$ cat src/rtl/npu_pkg.sv
// Shared definitions for the neuron MAC datapath: FSM encodings,
// default fixed-point format and signed saturation bounds.
package npu_pkg;

  typedef enum logic [2:0] {
    ST_IDLE   = 3'd0,
    ST_ACCUM  = 3'd1,
    ST_BIAS   = 3'd2,
    ST_ROUND  = 3'd3,
    ST_OUTPUT = 3'd4,
    ST_DONE   = 3'd5
  } state_t;

  localparam int DEFAULT_FRAC_BITS = 8;

  // Largest value representable in a signed field of the given width.
  function automatic longint sat_max(input int width);
    return (longint'(1) <<< (width - 1)) - longint'(1);
  endfunction

  // Most negative value representable in a signed field of the given width.
  function automatic longint sat_min(input int width);
    return -(longint'(1) <<< (width - 1));
  endfunction

endpackage

$ cat src/rtl/neuron_mac_unit_if.sv
// Activation FIFO read port plus result valid/ready port of the MAC unit.
// master = the MAC unit, slave = FIFO / result consumer side.
interface neuron_mac_unit_if #(
  parameter int DATA_WIDTH = 16
);
  logic [DATA_WIDTH-1:0] fifo_rdata;
  logic                  fifo_empty;
  logic                  fifo_rd_enb;
  logic                  result_valid;
  logic                  result_ready;
  logic [DATA_WIDTH-1:0] result_data;

  modport master (
    input  fifo_rdata, fifo_empty, result_ready,
    output fifo_rd_enb, result_valid, result_data
  );

  modport slave (
    output fifo_rdata, fifo_empty, result_ready,
    input  fifo_rd_enb, result_valid, result_data
  );
endinterface

$ cat src/rtl/sat_relu.sv
// Rescales the accumulator out of the product format, saturates to the
// result width and optionally clamps negative values to zero.
module sat_relu
  import npu_pkg::*;
#(
  parameter int ACC_WIDTH  = 40,
  parameter int DATA_WIDTH = 16,
  parameter int FRAC_BITS  = DEFAULT_FRAC_BITS
) (
  input  logic signed [ACC_WIDTH-1:0]  acc,
  input  logic                         relu_en,
  output logic signed [DATA_WIDTH-1:0] result
);

  localparam logic signed [ACC_WIDTH-1:0] R_MAX = ACC_WIDTH'(sat_max(DATA_WIDTH));
  localparam logic signed [ACC_WIDTH-1:0] R_MIN = ACC_WIDTH'(sat_min(DATA_WIDTH));

  logic signed [ACC_WIDTH-1:0] shifted;

  // Arithmetic shift rounds toward -inf; then clamp to both rails and apply ReLU.
  always_comb begin
    shifted = acc >>> FRAC_BITS;
    if (shifted > R_MAX) begin
      result = R_MAX[DATA_WIDTH-1:0];
    end else if (shifted < R_MIN) begin
      result = R_MIN[DATA_WIDTH-1:0];
    end else begin
      result = shifted[DATA_WIDTH-1:0];
    end
    if (relu_en && result[DATA_WIDTH-1]) begin
      result = '0;
    end
  end

endmodule

$ cat src/rtl/neuron_mac_unit.sv
// Neuron evaluation engine: pops NUM_INPUTS activations from the input FIFO,
// multiply-accumulates against local weights, adds bias, rescales/saturates,
// and hands the result out on a valid/ready port. neuron_ready then rewinds
// the FIFO so the same activation vector can be replayed for the next neuron.
//
// state  | meaning
// IDLE   | waiting for start; weight writes accepted here only
// ACCUM  | popping activations and accumulating products
// BIAS   | adding the bias aligned to the product format
// ROUND  | rescale, saturate, ReLU; result registered
// OUTPUT | result_valid held until result_ready
// DONE   | one-cycle neuron_ready pulse
module neuron_mac_unit
  import npu_pkg::*;
#(
  parameter int DATA_WIDTH = 16,
  parameter int NUM_INPUTS = 8,
  parameter int FRAC_BITS  = DEFAULT_FRAC_BITS,
  parameter int ACC_WIDTH  = 40
) (
  input  logic                          clk,
  input  logic                          reset_b,
  input  logic                          start,
  input  logic                          w_wr_en,
  input  logic [$clog2(NUM_INPUTS)-1:0] w_wr_addr,
  input  logic signed [DATA_WIDTH-1:0]  w_wr_data,
  input  logic signed [DATA_WIDTH-1:0]  bias,
  input  logic                          relu_en,
  output logic                          busy,
  output logic                          neuron_ready,
  neuron_mac_unit_if.master             bus
);

  localparam int IDX_W = $clog2(NUM_INPUTS);
  localparam int PROD_W = 2 * DATA_WIDTH;
  localparam logic [IDX_W-1:0] LAST_IDX = IDX_W'(NUM_INPUTS - 1);

  state_t state_q, state_d;

  logic signed [DATA_WIDTH-1:0] weight [NUM_INPUTS];
  logic signed [ACC_WIDTH-1:0]  acc_q;
  logic [IDX_W-1:0]             idx_q;
  logic                         pop;

  logic signed [PROD_W-1:0]     act_ext, wgt_ext, prod;
  logic signed [ACC_WIDTH-1:0]  prod_ext, bias_ext;
  logic signed [DATA_WIDTH-1:0] sat_out;

  assign act_ext  = PROD_W'($signed(bus.fifo_rdata));
  assign wgt_ext  = PROD_W'(weight[idx_q]);
  assign prod     = act_ext * wgt_ext;
  assign prod_ext = ACC_WIDTH'(prod);
  assign bias_ext = ACC_WIDTH'(bias) <<< FRAC_BITS;

  sat_relu #(
    .ACC_WIDTH (ACC_WIDTH),
    .DATA_WIDTH(DATA_WIDTH),
    .FRAC_BITS (FRAC_BITS)
  ) u_sat_relu (
    .acc    (acc_q),
    .relu_en(relu_en),
    .result (sat_out)
  );

  // State register.
  always_ff @(posedge clk or negedge reset_b) begin
    if (!reset_b) state_q <= ST_IDLE;
    else          state_q <= state_d;
  end

  // Next-state logic; an empty FIFO simply holds ACCUM.
  always_comb begin
    state_d = state_q;
    case (state_q)
      ST_IDLE:   if (start) state_d = ST_ACCUM;
      ST_ACCUM:  if (pop && (idx_q == LAST_IDX)) state_d = ST_BIAS;
      ST_BIAS:   state_d = ST_ROUND;
      ST_ROUND:  state_d = ST_OUTPUT;
      ST_OUTPUT: if (bus.result_ready) state_d = ST_DONE;
      ST_DONE:   state_d = ST_IDLE;
      default:   state_d = ST_IDLE;
    endcase
  end

  // State-decoded outputs; pops only in ACCUM and only when data is present.
  always_comb begin
    pop          = (state_q == ST_ACCUM) && !bus.fifo_empty;
    busy         = (state_q != ST_IDLE);
    neuron_ready = (state_q == ST_DONE);
  end

  assign bus.fifo_rd_enb = pop;

  // Accumulator, index and registered result.
  always_ff @(posedge clk or negedge reset_b) begin
    if (!reset_b) begin
      acc_q            <= '0;
      idx_q            <= '0;
      bus.result_data  <= '0;
      bus.result_valid <= 1'b0;
    end else begin
      case (state_q)
        ST_IDLE: begin
          if (start) begin
            acc_q <= '0;
            idx_q <= '0;
          end
        end
        ST_ACCUM: begin
          if (pop) begin
            acc_q <= acc_q + prod_ext;
            idx_q <= idx_q + IDX_W'(1);
          end
        end
        ST_BIAS: acc_q <= acc_q + bias_ext;
        ST_ROUND: begin
          bus.result_data  <= sat_out;
          bus.result_valid <= 1'b1;
        end
        ST_OUTPUT: if (bus.result_ready) bus.result_valid <= 1'b0;
        default: ;
      endcase
    end
  end

  // Weight store; writes only land while idle so an evaluation sees a fixed set.
  always_ff @(posedge clk or negedge reset_b) begin
    if (!reset_b) begin
      for (int i = 0; i < NUM_INPUTS; i++) weight[i] <= '0;
    end else if ((state_q == ST_IDLE) && w_wr_en) begin
      weight[w_wr_addr] <= w_wr_data;
    end
  end

endmodule

$ cat src/flat_wrapper.sv
// flat-port wrapper written by rule: the top's interface ports become plain ports
module neuron_mac_unit_flat import npu_pkg::*;
#(
  parameter int DATA_WIDTH = 16,
  parameter int NUM_INPUTS = 8,
  parameter int FRAC_BITS  = DEFAULT_FRAC_BITS,
  parameter int ACC_WIDTH  = 40
)
  (clk, reset_b, start, w_wr_en, w_wr_addr, w_wr_data, bias, relu_en, busy, neuron_ready, bus_fifo_rdata, bus_fifo_empty, bus_result_ready, bus_fifo_rd_enb, bus_result_valid, bus_result_data);
  neuron_mac_unit_if #(.DATA_WIDTH(DATA_WIDTH)) bus_i ();
  input  logic clk;
  input  logic reset_b;
  input  logic start;
  input  logic w_wr_en;
  input  logic [$clog2(NUM_INPUTS)-1:0] w_wr_addr;
  input  logic signed [DATA_WIDTH-1:0] w_wr_data;
  input  logic signed [DATA_WIDTH-1:0] bias;
  input  logic relu_en;
  output logic busy;
  output logic neuron_ready;
  input wire logic [$bits(bus_i.fifo_rdata)-1:0] bus_fifo_rdata;
  input wire logic [$bits(bus_i.fifo_empty)-1:0] bus_fifo_empty;
  input wire logic [$bits(bus_i.result_ready)-1:0] bus_result_ready;
  output wire logic [$bits(bus_i.fifo_rd_enb)-1:0] bus_fifo_rd_enb;
  output wire logic [$bits(bus_i.result_valid)-1:0] bus_result_valid;
  output wire logic [$bits(bus_i.result_data)-1:0] bus_result_data;
  assign bus_i.fifo_rdata = bus_fifo_rdata;
  assign bus_i.fifo_empty = bus_fifo_empty;
  assign bus_i.result_ready = bus_result_ready;
  assign bus_fifo_rd_enb = bus_i.fifo_rd_enb;
  assign bus_result_valid = bus_i.result_valid;
  assign bus_result_data = bus_i.result_data;
  neuron_mac_unit #(.DATA_WIDTH(DATA_WIDTH), .NUM_INPUTS(NUM_INPUTS), .FRAC_BITS(FRAC_BITS), .ACC_WIDTH(ACC_WIDTH)) u_core (.clk(clk), .reset_b(reset_b), .start(start), .w_wr_en(w_wr_en), .w_wr_addr(w_wr_addr), .w_wr_data(w_wr_data), .bias(bias), .relu_en(relu_en), .busy(busy), .neuron_ready(neuron_ready), .bus(bus_i));
endmodule
$ cat config.mk
export PLATFORM = sky130hd
export DESIGN_NAME = neuron_mac_unit_flat
export DESIGN_NICKNAME = d
export VERILOG_FILES = /design/src/rtl/npu_pkg.sv /design/src/rtl/neuron_mac_unit_if.sv /design/src/rtl/sat_relu.sv /design/src/rtl/neuron_mac_unit.sv /design/src/flat_wrapper.sv
export SDC_FILE = /design/constraint.sdc
export NUM_CORES = 1
export LEC_CHECK = 0
export ABC_AREA = 1
export BUFFER_PORTS_ARGS = -buffer_cell sky130_fd_sc_hd__buf_4
export CORE_MARGIN = 2
export CORE_UTILIZATION = 40
export DETAILED_ROUTE_END_ITERATION = 10
export HOLD_SLACK_MARGIN = 0.1
export SYNTH_ARGS = -nofsm -noshare
export SYNTH_HDL_FRONTEND = slang
export SYNTH_SLANG_ARGS = --single-unit
$ cat constraint.sdc
create_clock -name clk -period 14.75 [get_ports clk]
set_input_delay 2.2125 -clock clk [delete_from_list [all_inputs] [get_ports clk]]
set_output_delay 2.2125 -clock clk [all_outputs]
set_load 0.1 [all_outputs]
==> results_dict.tcl <==
set metrics [dict create \
    row_count 89 \
    syn_to_final_growth_pct 7.58 \
    seq_area_um2 4780 \
    gp_congestion 0.931 \
    synthesis.area_um2 24100 \
    status "completed" \
    ys_ff_latch 191 \
    worst_pin_slew_ps 1020 \
    fillers 6217 \
    cts_made_buffers 17 \
    post_drt_wl_per_cell_um 16.8 \
    ff2ff_path_depth 31 \
    postRouteAntennaNets 0 \
    synthFlopType "dfrtp_1" \
    cp_max_fo 62 \
    initial_core_util_pct 40.6 \
    clock_skew_ps 9.66 \
    hold_class "reg -> reg" \
    port_buffers 77 \
    die_h_um 249 \
    layout_commonest_cell "nand2_1" \
    grt-ovfl-total 0 \
    hold_end "u_core.weight[116]" \
    r2r-start "u_core.idx_q[0]" \
    cts_sinks 191 \
    grt_max_degree 80 \
    die_width_um 249 \
    synth_fp_nets 3733 \
    fin_tns_setup_ps 0 \
    fin_crit_ps 8120 \
    min_delay_path_depth 2 \
    setup.worst_path.end_class "flip-flop" \
    post-route-period-util_pct 55.1 \
    avgSynthCellArea_um2 7.53 \
    num_io_pins 78 \
    grt_pass1_wl_mm 111 \
    drt_pass1_iterations 5 \
    synth_cells 3196 \
    async_flop_share_pct 100 \
    viasPerCell 4.99 \
    drive_above_1_share_pct 5.44 \
    synth-seq-area-share_pct 19.8 \
    layout_common_cells "nand2_1 (744), inv_1 (699), fa_1 (331)" \
    drt_wl_total_mm 67.5 \
    drc 0 \
    h-tree-depth 4 \
    cts_tree "done" \
    ys_types 48 \
    cts_resized 0 \
    die-area_um2 62200 \
    dpl.hpwl_mm 55.4 \
    maxSlewViolCount 0 \
    cts_max_path_buffers 2 \
    grt_pass1_vias 20100 \
    synth_edf_count 0 \
    cp-startpoint "u_core.idx_q[0]" \
    post_cts_buffers 0 \
    postCtsHoldBufs 0 \
    track_usage_pct 22.7 \
    hold_viol 0 \
    fin_nets 3761 \
    r2r_slack_ps 6630 \
    cp.arrival_ps 8500 \
    drv_cap 0 \
    routed-via-count 20000 \
    yosys_warnings 0 \
    hp-start "u_core.weight[116]" \
    setup_violations 0 \
    antenna_found_initial 0 \
    max_freq_ghz 0.123 \
    reg2reg_to "u_core.acc_q[34]" \
    multi_input_area_um2 16200 \
    clock_latency_ps 480 \
    num_antenna_cells 0 \
    max_stage_delay_ps 800 \
    cp-start-kind "flip-flop" \
    slew_headroom_pct 31.5 \
    clkTransAtPathRegs_ps 80 \
    cp.required_ps 15130 \
    rsz0062_at_grt "no" \
    criticalPathCategory "reg -> reg" \
    drt_iter0_markers 1108 \
    core_um2 59200 \
    cp_common_cell "nand2_1" \
    crit_slowest_cell "dfrtp_2" \
    root_buffer "clkbuf_16" \
]
-- critical path, delay by kind of cell (launching register included) --
| kind | cells | cell delay, ps |
|---|---|---|
| adder cells (fa/ha/maj) | 7 | 3520 |
| AND/OR/NAND/NOR | 15 | 1940 |
| buffers and inverters | 8 | 1480 |
| flip-flops | 1 | 800 |
| AO/OA/AOI/OAI | 1 | 180 |
-- cells in the mapped netlist, drive strengths merged (10+ instances only) --
| cell type | n | area share (%) |
|---|---|---|
| a21oi | 165 | 3.6 |
| a31oi | 12 | 0.31 |
| buf | 65 | 1.4 |
| clkbuf | 24 | 0.39 |
| dfrtp | 191 | 20 |
| fa | 331 | 28 |
| ha | 148 | 7.7 |
| inv | 707 | 11 |
| nand2 | 750 | 12 |
| nand3 | 137 | 2.9 |
| nand3b | 10 | 0.31 |
| nand4 | 19 | 0.49 |
| nor2 | 330 | 5.2 |
| nor3 | 11 | 0.25 |
| nor4 | 11 | 0.66 |
| o211ai | 19 | 0.59 |
| o21ai | 203 | 4.2 |
| o21bai | 17 | 0.53 |
| or2 | 10 | 0.26 |
-- metrics by stage --
stage	utilization (%)	instances	area (um^2)	hold WS [ps]	setup slack, ps
CTS	43.7	4009	25900	488	6700
finish	43.7	4009	25900	482	6630
global route	43.7	4009	25900	505	6010
global placement	42.8	3978	25300	460	6390
detailed placement	42.8	3978	25300	465	6320
floorplan	-	3196	24100	448	7110
-- registers in the layout, indices dropped and copies added, names as in the netlist --
name                     count
u_core.idx_q                 3
u_core.weight              128
u_core.state_q               3
u_core.acc_q                40
u_core.bus.result_valid      1
u_core.bus.result_data      16
-- final cells by class --
class | count | share of cell area [%]
multi-input combinational | 2200 | 62.4
sequential | 191 | 18.5
inverter | 716 | 10.4
tap | 773 | 3.73
timing repair buffer | 98 | 2.86
clock buffer | 17 | 1.64
clock inverter | 14 | 0.502
-- worst max path at each step --
stage                             endpoint  slack, ps  cells after the start
after floorplan           u_core.acc_q[35]       7110                     24
after global placement    u_core.acc_q[39]       6390                     26
after detailed placement  u_core.acc_q[39]       6320                     26
after CTS                 u_core.acc_q[23]       6700                     31
after global routing      u_core.acc_q[23]       6010                     31
final                     u_core.acc_q[34]       6630                     31
-- logic make-up (layout without fill, tap and decap cells) --
| logic type | after synthesis | after routing | synth area share (%) |
|---|---|---|---|
| AOI/OAI and AO/OA | 430 | 430 | 9.76 |
| xor gates and xnor gates | 4 | 4 | 0.146 |
| adders and majority gates | 479 | 479 | 35.2 |
| buffers and inverters | 805 | 845 | 13.0 |
| DFF | 191 | 191 | 19.8 |
| and+or+nand+nor | 1287 | 1287 | 22.0 |
-- per-layer routing --
| layer | vias up | wire, um | track usage (%) |
|---|---|---|---|
| met1 | 9644 | 32600 | 33.1 |
| met3 | 86 | 3350 | 2.75 |
| met5 | - | 0 | 0 |
| met4 | 0 | 1920 | 7.31 |
| met2 | 483 | 29600 | 35.1 |
| li1 | 9772 | - | - |
Power is left out: the tool's default activity adds up to more than one toggle a clock period on the data nets, which glitch-free logic cannot reach.
